## config.mk

```make
export PLATFORM = sky130hd
export DESIGN_NAME = pattern_serializer
export DESIGN_NICKNAME = d
export VERILOG_FILES = /design/src/rtl/pattern_pkg.sv /design/src/rtl/pattern_serializer.sv
export SDC_FILE = /design/constraint.sdc
export NUM_CORES = 1
export LEC_CHECK = 0
export BUFFER_PORTS_ARGS = -buffer_cell sky130_fd_sc_hd__buf_2
export CORE_UTILIZATION = 30
export CTS_BUF_LIST = sky130_fd_sc_hd__clkbuf_8 sky130_fd_sc_hd__clkbuf_16
export CTS_CLUSTER_SIZE = 14
export DETAILED_ROUTE_END_ITERATION = 6
export PLACE_DENSITY = 0.61
export REMOVE_ABC_BUFFERS = 1
export SYNTH_ARGS = -nofsm -noshare
export SYNTH_HDL_FRONTEND = slang
export SYNTH_SLANG_ARGS = --single-unit
```

## constraint.sdc

```tcl
create_clock -name clk -period 1.9 [get_ports clk]
set_input_delay 0.285 -clock clk [delete_from_list [all_inputs] [get_ports clk]]
set_output_delay 0.285 -clock clk [all_outputs]
set_load 0.05 [all_outputs]
```

## src/rtl/pattern_pkg.sv

```systemverilog
// Types and defaults shared between the serializer and the detector-side benches.
package pattern_pkg;

  localparam int DEF_DATA_W = 8;

  typedef enum logic {
    IDLE  = 1'b0,
    SHIFT = 1'b1
  } state_t;

endpackage

```

## src/rtl/pattern_serializer.sv

```systemverilog
// Parallel-to-serial feeder for the pattern detector: valid/ready word input,
// one bit per clock out, with a one-word holding register for gapless streaming.
module pattern_serializer
  import pattern_pkg::*;
#(
  parameter int DATA_W    = DEF_DATA_W,
  parameter bit MSB_FIRST = 1'b1
) (
  input  logic              clk,
  input  logic              rstb,
  input  logic [DATA_W-1:0] data_in,
  input  logic              data_valid,
  output logic              data_ready,
  input  logic              abort,
  output logic              serial_pattern,
  output logic              enable,
  output logic              word_start
);

  localparam int              CNT_W = $clog2(DATA_W);
  localparam logic [CNT_W-1:0] LAST = CNT_W'(DATA_W - 1);

  state_t              state_q, state_d;
  logic [DATA_W-1:0]   shift_q, shift_d;
  logic [DATA_W-1:0]   hold_q, hold_d;
  logic                hold_vld_q, hold_vld_d;
  logic [CNT_W-1:0]    bit_cnt_q, bit_cnt_d;
  logic                ser_d, en_d, ws_d;
  logic                accept, load;
  logic [DATA_W-1:0]   load_word, shifted;

  // The bit about to go on the line always sits at the shifter's output end.
  function automatic logic first_bit(input logic [DATA_W-1:0] w);
    return MSB_FIRST ? w[DATA_W-1] : w[0];
  endfunction

  assign data_ready = !hold_vld_q;
  assign accept     = data_valid && data_ready;
  assign shifted    = MSB_FIRST ? {shift_q[DATA_W-2:0], 1'b0} : {1'b0, shift_q[DATA_W-1:1]};

  always_comb begin
    state_d    = state_q;
    shift_d    = shift_q;
    hold_d     = hold_q;
    hold_vld_d = hold_vld_q;
    bit_cnt_d  = bit_cnt_q;
    ser_d      = 1'b0;
    en_d       = 1'b0;
    ws_d       = 1'b0;
    load       = 1'b0;
    load_word  = data_in;

    if (abort) begin
      state_d    = IDLE;
      hold_vld_d = 1'b0;
      bit_cnt_d  = '0;
    end else if (state_q == IDLE) begin
      if (accept) load = 1'b1;
    end else if (bit_cnt_q == LAST) begin
      // Word boundary: a pending hold word wins; hold is empty otherwise, so a
      // live handshake can go straight into the shifter.
      bit_cnt_d = '0;
      if (hold_vld_q) begin
        load       = 1'b1;
        load_word  = hold_q;
        hold_vld_d = 1'b0;
      end else if (accept) begin
        load = 1'b1;
      end else begin
        state_d = IDLE;
      end
    end else begin
      if (accept) begin
        hold_d     = data_in;
        hold_vld_d = 1'b1;
      end
      shift_d   = shifted;
      bit_cnt_d = bit_cnt_q + CNT_W'(1);
      ser_d     = first_bit(shifted);
      en_d      = 1'b1;
    end

    if (load) begin
      state_d   = SHIFT;
      shift_d   = load_word;
      bit_cnt_d = '0;
      ser_d     = first_bit(load_word);
      en_d      = 1'b1;
      ws_d      = 1'b1;
    end
  end

  always_ff @(posedge clk or negedge rstb) begin
    if (!rstb) begin
      state_q        <= IDLE;
      shift_q        <= '0;
      hold_q         <= '0;
      hold_vld_q     <= 1'b0;
      bit_cnt_q      <= '0;
      serial_pattern <= 1'b0;
      enable         <= 1'b0;
      word_start     <= 1'b0;
    end else begin
      state_q        <= state_d;
      shift_q        <= shift_d;
      hold_q         <= hold_d;
      hold_vld_q     <= hold_vld_d;
      bit_cnt_q      <= bit_cnt_d;
      serial_pattern <= ser_d;
      enable         <= en_d;
      word_start     <= ws_d;
    end
  end

endmodule

```

==> results.md <==
* Vias in the first global route at 751
* Sequential share of power at 0.512
* Clock Sinks at 23
* Worst-Skew Late Latency at 0.26 ns
* Nets at 132
* Via count at 755
* Top sig layer: met3
* ANT nets after route at 0
* Final worst path period share at 1.01
* CTS H-tree depth at 1
* 1st-iter DRT viols at 7
* Worst r2r src: bit_cnt_q[1]
* Worst-Margin Slew at 0.513 ns
* Layout area overhead at 28.4%
* Mapped Area at 1150 sq um
* Root buf cell: clkbuf_8
* Detailed Routing Iterations Pass 1 at 4
* Pwr/cell area at 891 nW/um^2
* ANT cells at 0
* Metal-1 WL at 991 microns
* Internal Power at 978 uW
* Netlist cell types at 21
* Synth warnings at 0
* Failing checks: negative hold slack, negative setup slack
* Total die area at 4080 sq um
* Max Fclk at 0.523 GHz
* Worst path required time at 2.04 ns
* Synthesized flop and latch total at 23
* Most frequent cells in the layout: dfrtp_1 (23), buf_4 (18), mux2_2 (16), buf_2 (15), mux2_4 (12)
* Reg-to-reg slack, setup at -0.01 ns
* Setup Crit Path Kind: register to register
* Peak VDD IR at 0.000487 V
* Hold Vio Cnt, Final at 23
* Seq/Total Area, Yosys at 0.502
* GP Congestion at 0.747
* Row cnt at 22
* Cell area after layout at 1470 sq um
* Dpl cell area at 1350 sq um
* Startpoint types: register
* Period minus WS final at 1.91 ns
* Ports at 16
* Initial antenna violation count at 0
* Total GRT Usage at 0.113
* CTS tree: built
* Syn Inst Count at 83
* Syn avg cell area at 13.8 sq um
* Global-route wire length before repair at 3540 microns
* Fin util at 0.402
* Total CTS buffers at 3
* Lkg Pwr at 0.000712 uW
* RSZ-0062 raised after global routing: yes
* Status: finished with violations
* Total power at 1310 uW
* WL met2 at 1050 microns
* CTS Hold Buffers Added at 0
* Clock share of power at 0.221
* Grt total ovfl at 0
* Final Skew at 0.00599 ns
* Worst reg2reg path depth at 6
* DIE HEIGHT at 63.8 microns
* Starting Density at 0.313
* Ratio of cells with drive above 1 in the final layout at 0.598
* Max-cap violations at 0
* CP Capture Type: register
* Arrival @ worst endpoint at 2.05 ns
* Port buffer count at 15
* Psw at 335 uW
* Die W at 63.8 microns
* DR WL/cell at 12.8 microns
* Drt via density at 4.58
* Final setup margin at -0.0118 ns
* CP max FO at 8
* HP Class: primary input to async pin
* Routed WL at 2120 microns
* R2R Path End: shift_q[3]
* DRC errors left at 0
* Slew margin rel. at 0.658
* Final Slew Violations at 0
* Met3 wire len at 71 microns
* Comb power frac at 0.267
* Most common cell after layout, fill and taps aside: dfrtp_1
* Setup Viol. Count Final at 3
* Core area at 3660 sq um
* Hold Worst Slack at -0.0123 ns
* Max Root-Sink Buffers at 2
* Pin count of the biggest net entering global routing at 24
* Switch share at 0.255
* Clk slew on worst S/H paths at 0.08 ns
==> cell families after synthesis <==
group                      synth area share
AOI/OAI and AO/OA                    0.0720
adders and majority gates            0.0218
buffers and inverters                0.0305
DFF                                   0.502
muxes                                 0.294
and+or+nand+nor                      0.0796
==> flip-flops by register name, indices dropped and copies added, names as in the netlist <==
register,count
serial_pattern,1
word_start,1
enable,1
hold_vld_q,1
hold_q,8
shift_q,7
state_q,1
bit_cnt_q,3
==> power by group through the flow <==
stage                     Clock [uW]  Sequential, uW  Combinational, uW
after floorplan                    0             681                211
after global placement             0             673                298
after detailed placement           0             680                306
after CTS                        305             670                325
after global routing             322             687                378
final                            290             672                351
==> stage by stage <==
| step | setup WS, ns | setup TNS [ns] | cells |
|---|---|---|---|
| after CTS | -0.0126 | -0.0396 | 164 |
| after global placement | -0.0708 | -0.387 | 156 |
| final | -0.0118 | -0.0186 | 165 |
| after detailed placement | -0.114 | -0.648 | 156 |
| after global routing | -0.0754 | -0.428 | 165 |
| after floorplan | -0.340 | -2.14 | 80 |
==> final cells by class <==
cell class              count  area (sq um)
well taps                  48          60.1
fillers                   348          2190
repair buffers             33           210
clock buffers               3          41.3
clock inverters             1          3.75
multi-input cells          55           574
flip-flops and latches     23           576
inverters                   2          7.51
==> Yosys cell counts <==
cell type  instances  area (sq um)
dfrtp_1           23           576
mux2_2            22           248
mux2_4             6          90.1
nand2_1            5          18.8
a22o_1             3          26.3
nor2b_1            3          18.8
o21ai_0            3          15.0
a21oi_1            2          10.0
buf_6              2          22.5
ha_1               2          25.0
inv_1              2          7.51
a211oi_1           1          7.51
a21oi_2            1          8.76
a221oi_2           1          15.0
buf_2              1          5.00
nand2b_1           1          6.26
nand3b_1           1          7.51
nand4b_4           1          23.8
nor2_1             1          3.75
nor3_1             1          5.00
nor3b_1            1          7.51
==> worst max-delay path, stage by stage (launching register included) <==
cell      delay [ns]
dfrtp_1         0.40
ha_2            0.20
ha_4            0.18
nand4b_4        0.15
mux2_2          0.36
mux2_4          0.26
mux2_4          0.26
==> layer usage <==
layer	global-route usage	vias to the layer above
li1	-	366
met1	0.152	378
met2	0.185	11
met3	0.0339	0
met4	0.00852	0
met5	0	-
==> repair_timing <==
| action | in CTS | in global routing |
|---|---|---|
| pin swaps | 3 | 2 |
| resized for setup | 6 | 4 |
| buffers inserted | 4 | 1 |
| setup endpoints to repair | 6 | 6 |
==> how the worst max path moves through the flow <==
stage                       from    endpoint  slack, ns  cells after the start
floorplan           bit_cnt_q[0]  shift_q[1]      -0.34                      6
global route        bit_cnt_q[1]  shift_q[5]      -0.08                      7
CTS                 bit_cnt_q[1]  shift_q[3]      -0.01                      6
global placement    bit_cnt_q[0]  shift_q[6]      -0.07                      7
detailed placement  bit_cnt_q[1]  shift_q[5]      -0.11                      7
finish              bit_cnt_q[1]  shift_q[3]      -0.01                      6
Note: power is estimated with default switching activity, not from simulation.
